<file path="config.mk">
export PLATFORM = sky130hd
export DESIGN_NAME = cla_serial_adder_ctrl
export DESIGN_NICKNAME = d
export VERILOG_FILES = /design/src/rtl/cla_serial_adder_ctrl.sv
export SDC_FILE = /design/constraint.sdc
export NUM_CORES = 1
export LEC_CHECK = 0
export BUFFER_PORTS_ARGS = -buffer_cell sky130_fd_sc_hd__buf_4
export CAP_MARGIN = 25
export CORE_MARGIN = 2
export CORE_UTILIZATION = 56
export CTS_BUF_LIST = sky130_fd_sc_hd__clkbuf_8
export DETAILED_ROUTE_END_ITERATION = 7
export PLACE_DENSITY = 0.87
export SLEW_MARGIN = 10
export SYNTH_ARGS = -nofsm -noshare
export SYNTH_HDL_FRONTEND = slang
export SYNTH_SLANG_ARGS = --single-unit
</file>
<file path="constraint.sdc">
create_clock -name clk -period 3.43 [get_ports clk]
set_input_delay 0.1715 -clock clk [delete_from_list [all_inputs] [get_ports clk]]
set_output_delay 0.1715 -clock clk [all_outputs]
set_load 0.05 [all_outputs]
</file>
<file path="src/rtl/cla_serial_adder_ctrl.sv">
`default_nettype none
// ============================================================================
// Module   : cla_serial_adder_ctrl
// Function : WIDTH-bit adder built from one 4-bit carry-lookahead slice,
//            one nibble per clock (LSB first), with a start/busy/done handshake.
//            Optional macro CLA_SERIAL_SUB_EN adds a 'sub' input (a - b).
// Revision : 1.0
// ============================================================================
module cla_serial_adder_ctrl #(
  parameter int WIDTH = 16
) (
  input  logic             clk,
  input  logic             rst,
  input  logic             start,
  input  logic [WIDTH-1:0] a,
  input  logic [WIDTH-1:0] b,
  input  logic             cin,
`ifdef CLA_SERIAL_SUB_EN
  input  logic             sub,
`endif
  output logic             busy,
  output logic             done,
  output logic [WIDTH-1:0] sum,
  output logic             cout,
  output logic             ovf
);

  localparam int              NIB      = WIDTH / 4;
  localparam int              IDXW     = (NIB > 1) ? $clog2(NIB) : 1;
  localparam logic [IDXW-1:0] LAST_IDX = IDXW'(NIB - 1);

  typedef enum logic [1:0] {
    S_IDLE = 2'd0,
    S_RUN  = 2'd1,
    S_DONE = 2'd2
  } state_e;

  state_e           state_q, state_d;
  logic [IDXW-1:0]  idx_q, idx_d;
  logic             carry_q, carry_d;
  logic [WIDTH-1:0] a_q, a_d, b_q, b_d, sum_q, sum_d;
  logic             cout_q, cout_d, ovf_q, ovf_d;

  logic [3:0] nib_a, nib_b, p, g, c, s;

  always_comb begin
    nib_a = '0;
    nib_b = '0;
    for (int n = 0; n < NIB; n++) begin
      if (idx_q == IDXW'(n)) begin
        nib_a = a_q[4*n +: 4];
        nib_b = b_q[4*n +: 4];
      end
    end
  end

  // Fully expanded lookahead carries: each depends only on p/g and carry_q.
  assign p    = nib_a | nib_b;
  assign g    = nib_a & nib_b;
  assign c[0] = g[0] | (p[0] & carry_q);
  assign c[1] = g[1] | (p[1] & g[0]) | (p[1] & p[0] & carry_q);
  assign c[2] = g[2] | (p[2] & g[1]) | (p[2] & p[1] & g[0])
              | (p[2] & p[1] & p[0] & carry_q);
  assign c[3] = g[3] | (p[3] & g[2]) | (p[3] & p[2] & g[1])
              | (p[3] & p[2] & p[1] & g[0]) | (p[3] & p[2] & p[1] & p[0] & carry_q);
  assign s    = nib_a ^ nib_b ^ {c[2:0], carry_q};

  always_comb begin
    state_d = state_q;
    idx_d   = idx_q;
    carry_d = carry_q;
    a_d     = a_q;
    b_d     = b_q;
    sum_d   = sum_q;
    cout_d  = cout_q;
    ovf_d   = ovf_q;
    case (state_q)
      S_IDLE: begin
        if (start) begin
          a_d     = a;
          b_d     = b;
          carry_d = cin;
`ifdef CLA_SERIAL_SUB_EN
          if (sub) begin
            b_d     = ~b;
            carry_d = 1'b1;
          end
`endif
          idx_d   = '0;
          sum_d   = '0;
          state_d = S_RUN;
        end
      end
      S_RUN: begin
        for (int n = 0; n < NIB; n++) begin
          if (idx_q == IDXW'(n)) sum_d[4*n +: 4] = s;
        end
        carry_d = c[3];
        if (idx_q == LAST_IDX) begin
          cout_d  = c[3];
          ovf_d   = c[2] ^ c[3];
          state_d = S_DONE;
        end else begin
          idx_d = idx_q + 1'b1;
        end
      end
      S_DONE:  state_d = S_IDLE;
      default: state_d = S_IDLE;
    endcase
  end

  always_ff @(posedge clk) begin
    if (rst) begin
      state_q <= S_IDLE;
      idx_q   <= '0;
      carry_q <= 1'b0;
      a_q     <= '0;
      b_q     <= '0;
      sum_q   <= '0;
      cout_q  <= 1'b0;
      ovf_q   <= 1'b0;
    end else begin
      state_q <= state_d;
      idx_q   <= idx_d;
      carry_q <= carry_d;
      a_q     <= a_d;
      b_q     <= b_d;
      sum_q   <= sum_d;
      cout_q  <= cout_d;
      ovf_q   <= ovf_d;
    end
  end

  assign busy = (state_q == S_RUN);
  assign done = (state_q == S_DONE);
  assign sum  = sum_q;
  assign cout = cout_q;
  assign ovf  = ovf_q;

endmodule
`default_nettype wire

</file>
; ---- Word-level counts from Yosys, hierarchy flattened
; Index checks and enable logic that the tools add are counted.
[word_totals]
ff_bits = 55
in_bits = 36
wordCells = 88
[op_classes]
n_reduce_logical = 12
n_eq_ne = 11
bitwise_logic = 31
mux = 22
n_addsub = 1
[op_table]
columns = op, count
row1 = $mux W4, 12
row2 = $pmux W16 S2, 1
row3 = $and A1 B1 Y1, 16
row4 = $mux W16, 1
row5 = $reduce_and A3 Y1, 5
row6 = $or A1 B1 Y1, 10
row7 = $mux W2, 4
row8 = $ne A2 B1 Y1 const B, 4
row9 = $pmux W2 S2, 2
row10 = $reduce_and A2 Y1, 4
row11 = $xor A4 B4 Y4, 2
row12 = $eq A2 B2 Y1 const B, 3
row13 = $and A4 B4 Y4, 1
row14 = $eq A2 B1 Y1 const B, 2
row15 = $logic_not A2 Y1, 2
row16 = $ne A2 B2 Y1 const B, 2
row17 = $or A4 B4 Y4, 1
row18 = $add A2 B1 Y2 const B, 1
row19 = $pmux W1 S2, 1
row20 = $reduce_bool A2 Y1, 1
row21 = $mux W1, 1
row22 = $xor A1 B1 Y1, 1

; ---- Logic depth before layout (Yosys ltp)
[depth]
ltp_word = 13
ltp_mapped = 13

; ---- Worst setup path before layout
; OpenSTA, ideal clock, no wires.
[synth_path]
path_type = reg2reg
start = register idx_q[0]
end = register sum_q[13], in the netlist sum[13]
n_path_buf = 1
path_stages_with_launch = 11
arrival_ns = 2.312
path_slack_ns = 1.053
t_required_ns = 3.365
setup_time_ns = 0.065
path_cell_list = dfxtp_1 ha_1 clkbuf_1 clkinv_1 o211a_1 a21o_1 fa_1 xnor2_1 nor2_1 mux2i_1 nor2_1
[synth_between]
elab_chain_len = 11
word_cells_on_any_way = 22
cone_classes = eq/ne: 4 / mux: 10 / bitwise: 6 / reduce/logical: 2
[synth_rtl]
columns = element, line
row1 = "start, declared", 39  ; logic [IDXW-1:0] idx_q, idx_d;
row2 = "start signal, assigned", 124  ; idx_q <= idx_d;
row3 = $logic_not A2 Y1, 50  ; if (idx_q == IDXW'(n)) begin
row4 = $mux W4 (4 in series), 50
row5 = $or A4 B4 Y4, 58  ; assign p = nib_a | nib_b;
row6 = $and A1 B1 Y1, 60  ; assign c[0] = g[0] | (p[0] & carry_q);
row7 = $or A1 B1 Y1, 60
row8 = $xor A4 B4 Y4, 66  ; assign s = nib_a ^ nib_b ^ {c[2:0], carry_q};
row9 = $mux W4, 96  ; if (idx_q == IDXW'(n)) sum_d[4*n +: 4] = s;
row10 = $pmux W16 S2, 77  ; case (state_q)
row11 = "end signal, assigned", 128  ; sum_q <= sum_d;
row12 = "end, declared", 41  ; logic [WIDTH-1:0] a_q, a_d, b_q, b_d, sum_q, sum_d;
; Parallel ways exist; a longest one is shown, timed or not. The select of a mux whose other input is x is not followed.
; A chain may end at the register's enable or synchronous reset.

; ---- Worst setup path after layout
[layout_path]
start = register idx_q[0]
end = register sum_q[2], in the netlist sum[2]
[layout_between]
elab_chain_len = 12
word_cells_on_any_way = 25
cone_classes = eq/ne: 4 / mux: 10 / bitwise: 9 / reduce/logical: 2
[layout_rtl]
columns = element, line
row1 = $logic_not A2 Y1, "50, 96"
row2 = $mux W4 (4 in series), 50
row3 = $or A4 B4 Y4 or $and A4 B4 Y4 (tied branches), "58, 59"
row4 = $and A1 B1 Y1, 61  ; assign c[1] = g[1] | (p[1] & g[0]) | (p[1] & p[0] & carry_q);
row5 = $or A1 B1 Y1 or $and A1 B1 Y1 (tied branches), 61
row6 = $or A1 B1 Y1, 61
row7 = $xor A4 B4 Y4, 66
row8 = $mux W4, 96
row9 = $pmux W16 S2, 77
; Parallel ways exist; a longest one is shown, timed or not. The select of a mux whose other input is x is not followed.

==> impl_metrics.prom <==
# TYPE chip_impl_metric gauge
chip_impl_metric{name="hpwl",unit="um"} 4278
chip_impl_metric{name="floorplan.die.height",unit="um"} 73.55
chip_impl_metric{name="cp_slowest_stage_delay",unit="ns"} 0.40
chip_impl_metric{name="syn-mean-instance-area",unit="um^2"} 8.038
chip_impl_metric{name="floorplan.rows",unit=""} 25
chip_impl_metric{name="finalSetupTns",unit="ns"} 0
chip_impl_metric{name="synth-async-reset-ratio",unit="%"} 0
chip_impl_info{name="ys_top_cells_by_area",value="dfxtp_1 41%, nand2_1 12%, a21oi_1 9.1%, ha_1 6.0%, o211ai_1 3.3%"} 1
chip_impl_metric{name="clkSinkCount",unit=""} 55
chip_impl_metric{name="synth_enable_flop_cells",unit=""} 0
chip_impl_metric{name="via_per_inst",unit=""} 5.540
chip_impl_metric{name="totalPowerFinal",unit="uW"} 1300
chip_impl_metric{name="drive_above_1_share",unit="%"} 20.21
chip_impl_metric{name="post_cts_resize_count",unit=""} 0
chip_impl_metric{name="synth_sequential_area_ratio",unit="%"} 40.65
chip_impl_metric{name="synth_seq_cells",unit=""} 55
chip_impl_metric{name="vias",unit=""} 2410
chip_impl_metric{name="number_of_antenna_violations_at_the_first_check_in_global_routing",unit=""} 0
chip_impl_metric{name="hold_viol",unit=""} 0
chip_impl_metric{name="drc_errors",unit=""} 0
chip_impl_metric{name="timing.critical_path.required",unit="ns"} 3.62
chip_impl_metric{name="leakage",unit="uW"} 0.001465
chip_impl_metric{name="fin_crit",unit="ns"} 2.699
chip_impl_info{name="cts_tree",value="built"} 1
chip_impl_metric{name="worstMarginPinSlew",unit="ns"} 0.7069
chip_impl_metric{name="clock_tree.htree_level_count",unit=""} 2
chip_impl_metric{name="global_route.usage.total",unit="%"} 23.65
chip_impl_metric{name="post-cts-setup-buffer-count",unit=""} 0
chip_impl_metric{name="postRouteWirelength",unit="um"} 6075
chip_impl_metric{name="vdd_ir_drop_max",unit="mV"} 0.2165
chip_impl_metric{name="die-width",unit="um"} 73.55
chip_impl_info{name="critical_path_class",value="register to register"} 1
chip_impl_metric{name="hold-worst-slack",unit="ns"} 0.1002
chip_impl_metric{name="first_global_vias",unit=""} 2217
chip_impl_metric{name="number_of_failing_setup_endpoints_in_the_final_timing_report",unit=""} 0
chip_impl_info{name="mostFrequentLayoutCells",value="86 x nand2_1, 57 x buf_4, 55 x dfxtp_1"} 1
chip_impl_metric{name="final_nets",unit=""} 430
chip_impl_info{name="clockRootBuffer",value="clkbuf_8"} 1
chip_impl_metric{name="finalCritPeriodShare",unit="%"} 78.69
chip_impl_metric{name="hold_buffers",unit=""} 0
chip_impl_metric{name="synthDistinctLibCells",unit=""} 38
chip_impl_metric{name="routed_wire_length_per_instance",unit="um"} 13.97
chip_impl_info{name="status",value="complete, no violations"} 1
chip_impl_metric{name="timing.clock.skew",unit="ns"} 0.008773
chip_impl_metric{name="worst_slew_margin_rel",unit="%"} 52.87
chip_impl_metric{name="synth_warnings",unit=""} 0
chip_impl_metric{name="max_cap_viol_count",unit=""} 0
chip_impl_metric{name="synth.net_count",unit=""} 387
chip_impl_metric{name="netlist.area_leader.share",unit="%"} 40.65
chip_impl_metric{name="fp.dieArea",unit="um^2"} 5410
chip_impl_metric{name="post-place-cells",unit=""} 427
chip_impl_metric{name="clkTransAtPathRegs",unit="ns"} 0.10
chip_impl_info{name="most_frequent_cell_on_the_critical_path",value="ha_1"} 1
chip_impl_metric{name="crit_arrival",unit="ns"} 2.89
chip_impl_metric{name="syn_inst",unit=""} 337
chip_impl_metric{name="final_core_utilization",unit="%"} 68.13
chip_impl_metric{name="diodes",unit=""} 0
chip_impl_metric{name="ant_nets",unit=""} 0
chip_impl_metric{name="achievable-frequency",unit="MHz"} 370.5
chip_impl_metric{name="syn2layout_area_growth",unit="%"} 18.01
chip_impl_metric{name="post_layout_nonfiller_instances",unit=""} 435
chip_impl_info{name="synth_top_area_cell",value="dfxtp_1"} 1
chip_impl_metric{name="grt_pass1_wl",unit="um"} 9970
chip_impl_metric{name="power.density_cell_area",unit="nW/um^2"} 406.6
chip_impl_info{name="crit_chain",value="inv_1 -> ha_1 -> clkinv_1 -> o211a_1 -> a21o_1 -> ha_1 -> o21ba_2 -> nor3_1 -> o41ai_1"} 1
chip_impl_metric{name="port_buffers",unit=""} 55
chip_impl_metric{name="synth.cell_area",unit="um^2"} 2709
chip_impl_metric{name="floorplan.io_pins",unit=""} 56
chip_impl_metric{name="routabilityCongestion",unit=""} 0.9471
chip_impl_metric{name="grt_start_max_net_pins",unit=""} 56
chip_impl_metric{name="clock_tree.buffer_depth",unit=""} 2
chip_impl_info{name="final_common_cell",value="nand2_1"} 1
chip_impl_metric{name="global_route.overflow_total",unit=""} 0
chip_impl_metric{name="report.final.slew_viol_count",unit=""} 0
chip_impl_info{name="synth-main-ff-cell",value="dfxtp_1"} 1
chip_impl_metric{name="drt_pass1_iterations",unit=""} 4
chip_impl_info{name="crit_path_end_kind",value="register"} 1
chip_impl_metric{name="clk-insertion-delay-late",unit="ns"} 0.31
chip_impl_info{name="hold_class",value="primary input to register"} 1
chip_impl_metric{name="fp.coreArea",unit="um^2"} 4692
chip_impl_metric{name="starting_density_of_the_core",unit="%"} 57.73
chip_impl_metric{name="critical_path_peak_fanout",unit=""} 17
chip_impl_metric{name="drt_iter0_drc",unit=""} 156
chip_impl_info{name="cp_slowest_cell",value="nor3_1"} 1
chip_impl_info{name="setup_repair_after_global_routing_missed_its_margin",value="false"} 1
chip_impl_metric{name="tritoncts.num_buffers",unit=""} 5
chip_impl_info{name="startpoint_type",value="register"} 1
[worst max-delay path, delay by kind of cell (launching register included)]
kind | cells | cell delay [ns]
simple gates | 1 | 0.40
buf+inv | 2 | 0.48
compound gates | 4 | 0.95
flops | 1 | 0.35
fa+ha+maj | 2 | 0.39
[synthesized netlist by cell type (3+ instances only)]
library cell	instances
nor2_1	18
o211a_1	8
nor2_2	3
dfxtp_1	55
nand2_1	86
nand4_1	5
o41ai_1	4
mux2i_1	8
buf_2	10
nand3_1	4
clkbuf_1	8
o211ai_1	12
a21oi_1	49
inv_1	10
or3b_2	8
ha_1	13
a21o_1	10
[layer usage]
layer / global-route usage (%) / share of wire, % / vias up
met4: 10.71 / 2.8 / 0
met3: 4.938 / 4.5 / 19
met5: 0 / 0 / -
met2: 36.21 / 46 / 61
li1: - / - / 1235
met1: 31.99 / 47 / 1095
[registers in the layout, indices dropped and copies added, names as in the netlist]
signal and count:
a_q 16, b_q 16, carry_q 1, cout 1, idx_q 2, ovf 1, state_q 2, sum 16
[path summary, 6_finish.rpt]
path | startpoint | to | slack, ns | cells past startpoint
setup / recovery | idx_q[0]$_SDFFE_PP0P_ | sum[2]$_SDFFE_PP0P_ | 0.73 | 9
setup reg to reg | idx_q[0]$_SDFFE_PP0P_ | sum[2]$_SDFFE_PP0P_ | 0.73 | 9
hold / removal | a[12] | a_q[12]$_SDFFE_PP0P_ | 0.10 | 3
hold reg to reg | a_q[3]$_SDFFE_PP0P_ | a_q[3]$_SDFFE_PP0P_ | 0.46 | 2
[stage by stage]
step	setup WS (ns)	area, um^2
3_3_place_gp	0.8843	3115
6_report	0.7309	3197
2_1_floorplan	1.053	2709
3_5_place_dp	0.7904	3115
5_1_grt	0.5151	3197
4_1_cts	0.7542	3197
[power breakdown]
part           switching [uW]  leakage, uW  total, uW  internal [uW]
Clock                     203    0.0000505        341            138
Sequential               25.0     0.000449        696            671
Combinational             156     0.000966        263            107
Total                     384      0.00147       1300            916
[cell type report]
| cell class | instances | area [um^2] |
|---|---|---|
| timing repair buffer | 57 | 427.9 |
| clock buffer | 5 | 68.82 |
| sequential | 55 | 1101 |
| inverter | 12 | 45.04 |
| tap | 54 | 67.56 |
| clock inverter | 3 | 12.51 |
| multi-input combinational | 249 | 1474 |
| fill | 395 | 1495 |
[cell families (layout without fill, tap and decap cells)]
kind of cell / after synthesis / count (layout) / synth area share (%)
fa+ha+maj: 14 / 14 / 6.744
flops: 55 / 55 / 40.65
mux: 8 / 8 / 2.956
simple gates: 134 / 134 / 22.22
buf+inv: 33 / 77 / 5.174
compound gates: 92 / 92 / 21.94
xor+xnor: 1 / 1 / 0.3234
No activity file was read; power rests on OpenSTA's default activity.
